`src/rtl/oldland_bus_arbiter_pkg.sv`:
```
// Shared definitions for the oldland bus arbiter: FSM encoding, grant identifiers and
// the default abort timeout.
package oldland_bus_defs;

    localparam int unsigned DEFAULT_TIMEOUT_CYCLES = 255;

    typedef enum logic [1:0] {
        IDLE   = 2'd0,
        I_BUSY = 2'd1,
        D_BUSY = 2'd2
    } state_t;

    typedef enum logic {
        GRANT_I = 1'b0,
        GRANT_D = 1'b1
    } grant_t;

    function automatic state_t busy_state(input grant_t grant);
        return (grant == GRANT_D) ? D_BUSY : I_BUSY;
    endfunction

endpackage

```
`src/rtl/oldland_bus_arbiter_if.sv`:
```
// Bus bundle between the instruction/data requesters, the arbiter and the shared memory port.
// The arbiter uses the slave modport; the requester/memory side uses master.
interface oldland_bus_arbiter_if;

    logic        i_access;
    logic [31:0] i_addr;
    logic [31:0] i_data;
    logic        i_ack;
    logic        i_error;

    logic        d_access;
    logic [31:0] d_addr;
    logic [3:0]  d_bytesel;
    logic        d_wr_en;
    logic [31:0] d_wr_val;
    logic [31:0] d_data;
    logic        d_ack;
    logic        d_error;

    logic        m_access;
    logic [31:0] m_addr;
    logic [3:0]  m_bytesel;
    logic        m_wr_en;
    logic [31:0] m_wr_val;
    logic [31:0] m_data;
    logic        m_ack;
    logic        m_error;

    modport slave (
        input  i_access, i_addr,
        output i_data, i_ack, i_error,
        input  d_access, d_addr, d_bytesel, d_wr_en, d_wr_val,
        output d_data, d_ack, d_error,
        output m_access, m_addr, m_bytesel, m_wr_en, m_wr_val,
        input  m_data, m_ack, m_error
    );

    modport master (
        output i_access, i_addr,
        input  i_data, i_ack, i_error,
        output d_access, d_addr, d_bytesel, d_wr_en, d_wr_val,
        input  d_data, d_ack, d_error,
        input  m_access, m_addr, m_bytesel, m_wr_en, m_wr_val,
        output m_data, m_ack, m_error
    );

endinterface

```
`src/rtl/oldland_bus_timeout.sv`:
```
// Busy-cycle counter for the arbiter; expired flags the TIMEOUT_CYCLES-th consecutive
// busy cycle that has seen no memory response.
module oldland_bus_timeout
    import oldland_bus_defs::*;
#(
    parameter int unsigned TIMEOUT_CYCLES = DEFAULT_TIMEOUT_CYCLES
) (
    input  logic clk,
    input  logic rst_n,
    input  logic clear,
    input  logic enable,
    output logic expired
);

    localparam int unsigned CNT_W = $clog2(TIMEOUT_CYCLES + 1);
    localparam logic [CNT_W-1:0] LAST_COUNT = CNT_W'(TIMEOUT_CYCLES - 1);

    logic [CNT_W-1:0] r_count;

    always_ff @(posedge clk or negedge rst_n) begin
        if (!rst_n) begin
            r_count <= '0;
        end else if (clear) begin
            r_count <= '0;
        end else if (enable) begin
            r_count <= r_count + CNT_W'(1);
        end
    end

    // Counter holds the busy cycles already elapsed, so the current cycle is count+1.
    assign expired = enable && (r_count == LAST_COUNT);

endmodule

```
`src/rtl/oldland_bus_arbiter.sv`:
```
// Two-requester (instruction/data) arbiter onto a single memory port with alternating
// priority on ties, back-to-back handover and a busy timeout that aborts hung accesses.
module oldland_bus_arbiter
    import oldland_bus_defs::*;
#(
    parameter int unsigned TIMEOUT_CYCLES = DEFAULT_TIMEOUT_CYCLES
) (
    input  logic                 clk,
    input  logic                 rst_n,
    oldland_bus_arbiter_if.slave bus
);

    state_t      r_state;
    state_t      w_next_state;
    grant_t      r_last_grant;
    grant_t      w_grant_id;
    logic        w_grant;
    logic        w_resp;
    logic        w_busy;
    logic        w_expired;

    logic [31:0] r_m_addr;
    logic [3:0]  r_m_bytesel;
    logic        r_m_wr_en;
    logic [31:0] r_m_wr_val;

    assign w_resp = bus.m_ack | bus.m_error;
    assign w_busy = (r_state != IDLE);

    oldland_bus_timeout #(
        .TIMEOUT_CYCLES(TIMEOUT_CYCLES)
    ) u_timeout (
        .clk    (clk),
        .rst_n  (rst_n),
        .clear  (w_grant),
        .enable (w_busy && !w_resp),
        .expired(w_expired)
    );

    always_ff @(posedge clk or negedge rst_n) begin
        if (!rst_n) begin
            r_state <= IDLE;
        end else begin
            r_state <= w_next_state;
        end
    end

    always_comb begin
        w_next_state = r_state;
        w_grant      = 1'b0;
        w_grant_id   = GRANT_I;
        unique case (r_state)
            IDLE: begin
                if (bus.i_access && bus.d_access) begin
                    w_grant    = 1'b1;
                    w_grant_id = (r_last_grant == GRANT_I) ? GRANT_D : GRANT_I;
                end else if (bus.d_access) begin
                    w_grant    = 1'b1;
                    w_grant_id = GRANT_D;
                end else if (bus.i_access) begin
                    w_grant    = 1'b1;
                    w_grant_id = GRANT_I;
                end
            end
            I_BUSY: begin
                // Only a real response hands over directly; a timeout always rests in IDLE.
                if (w_resp) begin
                    w_next_state = IDLE;
                    if (bus.d_access) begin
                        w_grant    = 1'b1;
                        w_grant_id = GRANT_D;
                    end
                end else if (w_expired) begin
                    w_next_state = IDLE;
                end
            end
            D_BUSY: begin
                if (w_resp) begin
                    w_next_state = IDLE;
                    if (bus.i_access) begin
                        w_grant    = 1'b1;
                        w_grant_id = GRANT_I;
                    end
                end else if (w_expired) begin
                    w_next_state = IDLE;
                end
            end
            default: begin
                w_next_state = IDLE;
            end
        endcase
        if (w_grant) begin
            w_next_state = busy_state(w_grant_id);
        end
    end

    always_ff @(posedge clk or negedge rst_n) begin
        if (!rst_n) begin
            r_last_grant <= GRANT_I;
            r_m_addr     <= '0;
            r_m_bytesel  <= '0;
            r_m_wr_en    <= 1'b0;
            r_m_wr_val   <= '0;
        end else if (w_grant) begin
            r_last_grant <= w_grant_id;
            if (w_grant_id == GRANT_D) begin
                r_m_addr    <= bus.d_addr;
                r_m_bytesel <= bus.d_bytesel;
                r_m_wr_en   <= bus.d_wr_en;
                r_m_wr_val  <= bus.d_wr_val;
            end else begin
                r_m_addr    <= bus.i_addr;
                r_m_bytesel <= 4'hf;
                r_m_wr_en   <= 1'b0;
                r_m_wr_val  <= '0;
            end
        end
    end

    always_comb begin
        bus.m_access  = w_busy;
        bus.m_addr    = r_m_addr;
        bus.m_bytesel = r_m_bytesel;
        bus.m_wr_en   = r_m_wr_en;
        bus.m_wr_val  = r_m_wr_val;

        bus.i_data    = bus.m_data;
        bus.d_data    = bus.m_data;

        // Simultaneous ack+error is reported as an error only.
        bus.i_ack     = (r_state == I_BUSY) && bus.m_ack && !bus.m_error;
        bus.i_error   = (r_state == I_BUSY) && (bus.m_error || w_expired);
        bus.d_ack     = (r_state == D_BUSY) && bus.m_ack && !bus.m_error;
        bus.d_error   = (r_state == D_BUSY) && (bus.m_error || w_expired);
    end

endmodule

```
`src/flat_wrapper.sv`:
```
// flat-port wrapper written by rule: the top's interface ports become plain ports
module oldland_bus_arbiter_flat import oldland_bus_defs::*;
#(
    parameter int unsigned TIMEOUT_CYCLES = DEFAULT_TIMEOUT_CYCLES
)
  (clk, rst_n, bus_i_access, bus_i_addr, bus_i_data, bus_i_ack, bus_i_error, bus_d_access, bus_d_addr, bus_d_bytesel, bus_d_wr_en, bus_d_wr_val, bus_d_data, bus_d_ack, bus_d_error, bus_m_access, bus_m_addr, bus_m_bytesel, bus_m_wr_en, bus_m_wr_val, bus_m_data, bus_m_ack, bus_m_error);
  oldland_bus_arbiter_if bus_i ();
  input  logic clk;
  input  logic rst_n;
  input wire logic [$bits(bus_i.i_access)-1:0] bus_i_access;
  input wire logic [$bits(bus_i.i_addr)-1:0] bus_i_addr;
  output wire logic [$bits(bus_i.i_data)-1:0] bus_i_data;
  output wire logic [$bits(bus_i.i_ack)-1:0] bus_i_ack;
  output wire logic [$bits(bus_i.i_error)-1:0] bus_i_error;
  input wire logic [$bits(bus_i.d_access)-1:0] bus_d_access;
  input wire logic [$bits(bus_i.d_addr)-1:0] bus_d_addr;
  input wire logic [$bits(bus_i.d_bytesel)-1:0] bus_d_bytesel;
  input wire logic [$bits(bus_i.d_wr_en)-1:0] bus_d_wr_en;
  input wire logic [$bits(bus_i.d_wr_val)-1:0] bus_d_wr_val;
  output wire logic [$bits(bus_i.d_data)-1:0] bus_d_data;
  output wire logic [$bits(bus_i.d_ack)-1:0] bus_d_ack;
  output wire logic [$bits(bus_i.d_error)-1:0] bus_d_error;
  output wire logic [$bits(bus_i.m_access)-1:0] bus_m_access;
  output wire logic [$bits(bus_i.m_addr)-1:0] bus_m_addr;
  output wire logic [$bits(bus_i.m_bytesel)-1:0] bus_m_bytesel;
  output wire logic [$bits(bus_i.m_wr_en)-1:0] bus_m_wr_en;
  output wire logic [$bits(bus_i.m_wr_val)-1:0] bus_m_wr_val;
  input wire logic [$bits(bus_i.m_data)-1:0] bus_m_data;
  input wire logic [$bits(bus_i.m_ack)-1:0] bus_m_ack;
  input wire logic [$bits(bus_i.m_error)-1:0] bus_m_error;
  assign bus_i.i_access = bus_i_access;
  assign bus_i.i_addr = bus_i_addr;
  assign bus_i_data = bus_i.i_data;
  assign bus_i_ack = bus_i.i_ack;
  assign bus_i_error = bus_i.i_error;
  assign bus_i.d_access = bus_d_access;
  assign bus_i.d_addr = bus_d_addr;
  assign bus_i.d_bytesel = bus_d_bytesel;
  assign bus_i.d_wr_en = bus_d_wr_en;
  assign bus_i.d_wr_val = bus_d_wr_val;
  assign bus_d_data = bus_i.d_data;
  assign bus_d_ack = bus_i.d_ack;
  assign bus_d_error = bus_i.d_error;
  assign bus_m_access = bus_i.m_access;
  assign bus_m_addr = bus_i.m_addr;
  assign bus_m_bytesel = bus_i.m_bytesel;
  assign bus_m_wr_en = bus_i.m_wr_en;
  assign bus_m_wr_val = bus_i.m_wr_val;
  assign bus_i.m_data = bus_m_data;
  assign bus_i.m_ack = bus_m_ack;
  assign bus_i.m_error = bus_m_error;
  oldland_bus_arbiter #(.TIMEOUT_CYCLES(TIMEOUT_CYCLES)) u_core (.clk(clk), .rst_n(rst_n), .bus(bus_i));
endmodule
```
`config.mk`:
```
export PLATFORM = sky130hd
export DESIGN_NAME = oldland_bus_arbiter_flat
export DESIGN_NICKNAME = d
export VERILOG_FILES = /design/src/rtl/oldland_bus_arbiter_pkg.sv /design/src/rtl/oldland_bus_arbiter_if.sv /design/src/rtl/oldland_bus_timeout.sv /design/src/rtl/oldland_bus_arbiter.sv /design/src/flat_wrapper.sv
export SDC_FILE = /design/constraint.sdc
export NUM_CORES = 1
export LEC_CHECK = 0
export BUFFER_PORTS_ARGS = -buffer_cell sky130_fd_sc_hd__buf_2
export CAP_MARGIN = 20
export CORE_ASPECT_RATIO = 0.6
export CORE_MARGIN = 3
export CORE_UTILIZATION = 44
export DETAILED_ROUTE_END_ITERATION = 7
export PLACE_DENSITY = 0.8
export SYNTH_ARGS = -nofsm -noshare
export SYNTH_HDL_FRONTEND = slang
export SYNTH_HIERARCHICAL = 1
export SYNTH_SLANG_ARGS = --single-unit
```
`constraint.sdc`:
```
create_clock -name clk -period 2.48 [get_ports clk]
set_clock_uncertainty 0.05 [all_clocks]
set_input_delay 0.124 -clock clk [delete_from_list [all_inputs] [get_ports clk]]
set_output_delay 0.124 -clock clk [all_outputs]
set_load 0.05 [all_outputs]
```
==> impl_metrics.csv <==
group,metric,value,unit
outcome,status,"completed",
hold_path,hp-class,"in2reg",
setup_path,worstPathCellList,"inv_1 -> ha_1 -> nor3_1 -> nand4_1 -> nor2_1 -> o21a_1 -> buf_2",
sta,rsz0062_at_grt,"false",
drt,drt_first_pass_iters,4,
power,peakVddDrop,0.0007913,V
drt,wl,10.57,mm
yosys,netlist_area,4491,um2
placement,dpl-instance-area,5054,um2
yosys,synth_fp_nets,541,
floorplanning,fp.dieW,136.4,um
power,p_leak,3.026,nW
yosys,async_flop_share,1.000,
cells_and_area,design_area,5702,um2
sta,tightest_slew,609.1,ps
global_route,grt_max_degree,81,
drt,drtIter0Drc,136,
global_route,grt_overflow,0,
clocking,cts_buffer_depth,2,
floorplanning,rows,27,
floorplanning,initial_core_util,0.4697,
sta,fin_crit_sh,0.9274,
clocking,cts_setup_buffers,0,
floorplanning,fp.dieH,84.26,um
drt,ant_nets,0,
run,timing.max_cap.violations,0,
drt,routedWlPerCell,15.50,um
placement,port_buffers,180,
power,pwr-share-clk,0.154,
yosys,synth_edf_count,0,
cells_and_area,multi_input_area,1747,um2
clocking,cts_tree,"built",
setup_path,crit_fanout,6,
yosys,ys_types,31,
cells_and_area,antenna_cells,0,
floorplanning,fp.dieArea,11490,um2
power,p_switching,4.119,mW
clocking,htree_levels,3,
global_route,grt_pass1_wl,16.74,mm
global_route,grtUsageTotal,0.1835,
setup_path,max_stage_delay,400,ps
power,power.density,1478,nW/um2
clocking,path_clk_slew,60,ps
sta,setup_tns,0,ps
setup_path,crit_path_end_kind,"output pin",
power,p_int,4.309,mW
yosys,synth-seq-cells,80,
yosys,synthFlopType,"dfrtp_1",
power,pwr-share-seq,0.259,
placement,gp_congestion,0.7974,
setup_path,crit_type,"reg2out",
cells_and_area,fillCellCount,761,
clocking,root_buffer,"clkbuf_16",
cells_and_area,areaGrowthSynthToFinish,26.97,%
clocking,cts_buffers,9,
yosys,synth_area_per_cell,11.34,um2
sta,drv_slew,0,
sta,min_period,2300,ps
drt,drc_errors,0,
yosys,syn_inst,396,
power,combPwrFrac,0.587,
cells_and_area,drive_gt1_frac,0.4855,
drt,viasPerCell,4.764,
power,switching_share,0.4887,
sta,setup_viol,0,
cells_and_area,seq_area,2002,um2
floorplanning,pin_count,277,
global_route,antenna_found_initial,0,
sta,fmax,434.8,MHz
yosys,yosys_warnings,6,
clocking,worst_skew_pair.late_latency,330,ps
setup_path,crit_path_start_kind,"flip-flop",
setup_path,arrival,2130,ps
sta,slew_headroom,0.5921,
cells_and_area,nNetsFinal,692,
clocking,clock_sinks,80,
drt,vias,3249,
sta,report.final.hold_viol_count,0,
yosys,synth_seq_area_share,0.4458,
floorplanning,coreArea,9560,um2
global_route,grt_pass1_vias,3416,
setup_path,required,2310,ps
placement,hpwl,7.731,mm
setup_path,crit_slowest_cell,"dfrtp_1",
-- per-layer routing --
layer	track usage	share of wire
met3	0.08503	0.097
met2	0.3022	0.48
met1	0.2203	0.41
met5	0	0
met4	0.04300	0.0059
-- state kept, by name, indices dropped and copies added (netlist names) --
| name | flops |
|---|---|
| u_core/bus.m_wr_en | 1 |
| u_core/r_state | 2 |
| u_core/u_timeout/r_count | 8 |
| u_core/r_last_grant | 1 |
| u_core/bus.m_wr_val | 32 |
| u_core/bus.m_addr | 32 |
| u_core/bus.m_bytesel | 4 |
-- final timing paths --
path                                                            to  depth (start not counted)  slack, ps                              start
min in group asynchronous        u_core/bus.m_addr[27]$_DFFE_PN0P_                          2        100                              rst_n
hold reg to reg                  u_core/bus.m_addr[15]$_DFFE_PN0P_                          1        450  u_core/bus.m_addr[15]$_DFFE_PN0P_
hold / removal                 u_core/bus.m_bytesel[1]$_DFFE_PN0P_                          3          9                   bus_d_bytesel[1]
setup reg to reg                 u_core/bus.m_addr[29]$_DFFE_PN0P_                          7        340      u_core/r_state[1]$_DFFE_PN0P_
setup / recovery                                       bus_i_error                          7        180      u_core/r_state[0]$_DFFE_PN0P_
max in group asynchronous  u_core/u_timeout/r_count[1]$_DFFE_PN0P_                          3       1680                              rst_n
-- cells in the mapped netlist (2+ instances only) --
cell type / n / share of area
dfrtp_1: 80 / 0.45
buf_4: 65 / 0.11
inv_1: 43 / 0.036
mux2i_1: 39 / 0.087
nand2_1: 38 / 0.032
mux2_2: 32 / 0.080
mux2_4: 30 / 0.10
nor2_1: 11 / 0.0092
buf_2: 8 / 0.0089
ha_1: 6 / 0.017
o21ai_0: 5 / 0.0056
buf_6: 4 / 0.010
clkbuf_1: 4 / 0.0033
a21oi_1: 3 / 0.0033
mux2_1: 3 / 0.0075
nand4_1: 3 / 0.0042
or3_1: 3 / 0.0042
xor2_1: 3 / 0.0059
and3b_1: 2 / 0.0039
nand3_1: 2 / 0.0022
o21a_1: 2 / 0.0033
-- layout by cell type, fill, tap and decap left out, types with 2 or more instances in the layout --
cell	count
mux2_4	30
buf_12	2
dlygate4sd3_1	33
inv_1	43
mux2i_1	39
nor2_1	11
clkinvlp_4	3
xor2_1	3
and3b_1	2
clkbuf_16	9
nand2_1	38
o21a_1	2
mux2_2	32
a21oi_1	3
mux2_1	3
buf_2	179
dfrtp_1	80
o21ai_0	5
buf_4	6
nand3_1	2
or3_1	3
nand4_1	3
ha_1	6
clkbuf_1	2
-- worst max-delay path, delay by kind of cell (launching register included) --
family	cells	cell delay, ps
compound gates	1	150
fa+ha+maj	1	280
buf+inv	2	350
flops	1	400
simple gates	3	610
-- metrics by stage --
step	hold slack, ps	total power [mW]	util	std cells	setup WS, ps
5_1_grt	9.222	8.876	0.5964	682	58.82
3_3_place_gp	198.5	6.978	0.5286	632	437.2
6_report	9.044	8.428	0.5964	682	180.1
3_5_place_dp	198.5	7.132	0.5286	632	331.1
2_1_floorplan	-221.6	6.286	-	396	614.9
4_1_cts	2.968	8.489	0.5935	681	183.9
-- repair_timing --
item | 4_1_cts | 5_1_grt
resized for setup | 0 | 0
hold endpoints to repair | 112 | 0
hold buffers | 33 | 0
-- power by group through the flow --
stage | registers, mW | logic [mW] | clock network, mW
after global routing | 2.25 | 5.24 | 1.39
after global placement | 2.16 | 4.81 | 0
final | 2.18 | 4.95 | 1.29
after CTS | 2.18 | 4.97 | 1.34
after floorplan | 4.03 | 2.25 | 0
after detailed placement | 2.20 | 4.93 | 0
-- logic make-up (layout without fill, tap and decap cells) --
kind of cell / after synthesis / in the layout / share of synthesized area
AO/OA/AOI/OAI: 16 / 16 / 0.02508
XOR/XNOR: 4 / 4 / 0.007803
adder cells (fa/ha/maj): 6 / 6 / 0.01672
buffers and inverters: 124 / 280 / 0.1669
flip-flops: 80 / 80 / 0.4458
multiplexers: 104 / 104 / 0.2750
AND/OR/NAND/NOR: 62 / 62 / 0.06269
-- final cells by class --
class,count,area share
clock buffer,11,0.04082
clock inverter,5,0.01009
inverter,43,0.02831
multi-input combinational,192,0.3063
sequential,80,0.3511
tap,130,0.02853
timing repair buffer,221,0.2348
(Power assumes the default switching activity.)
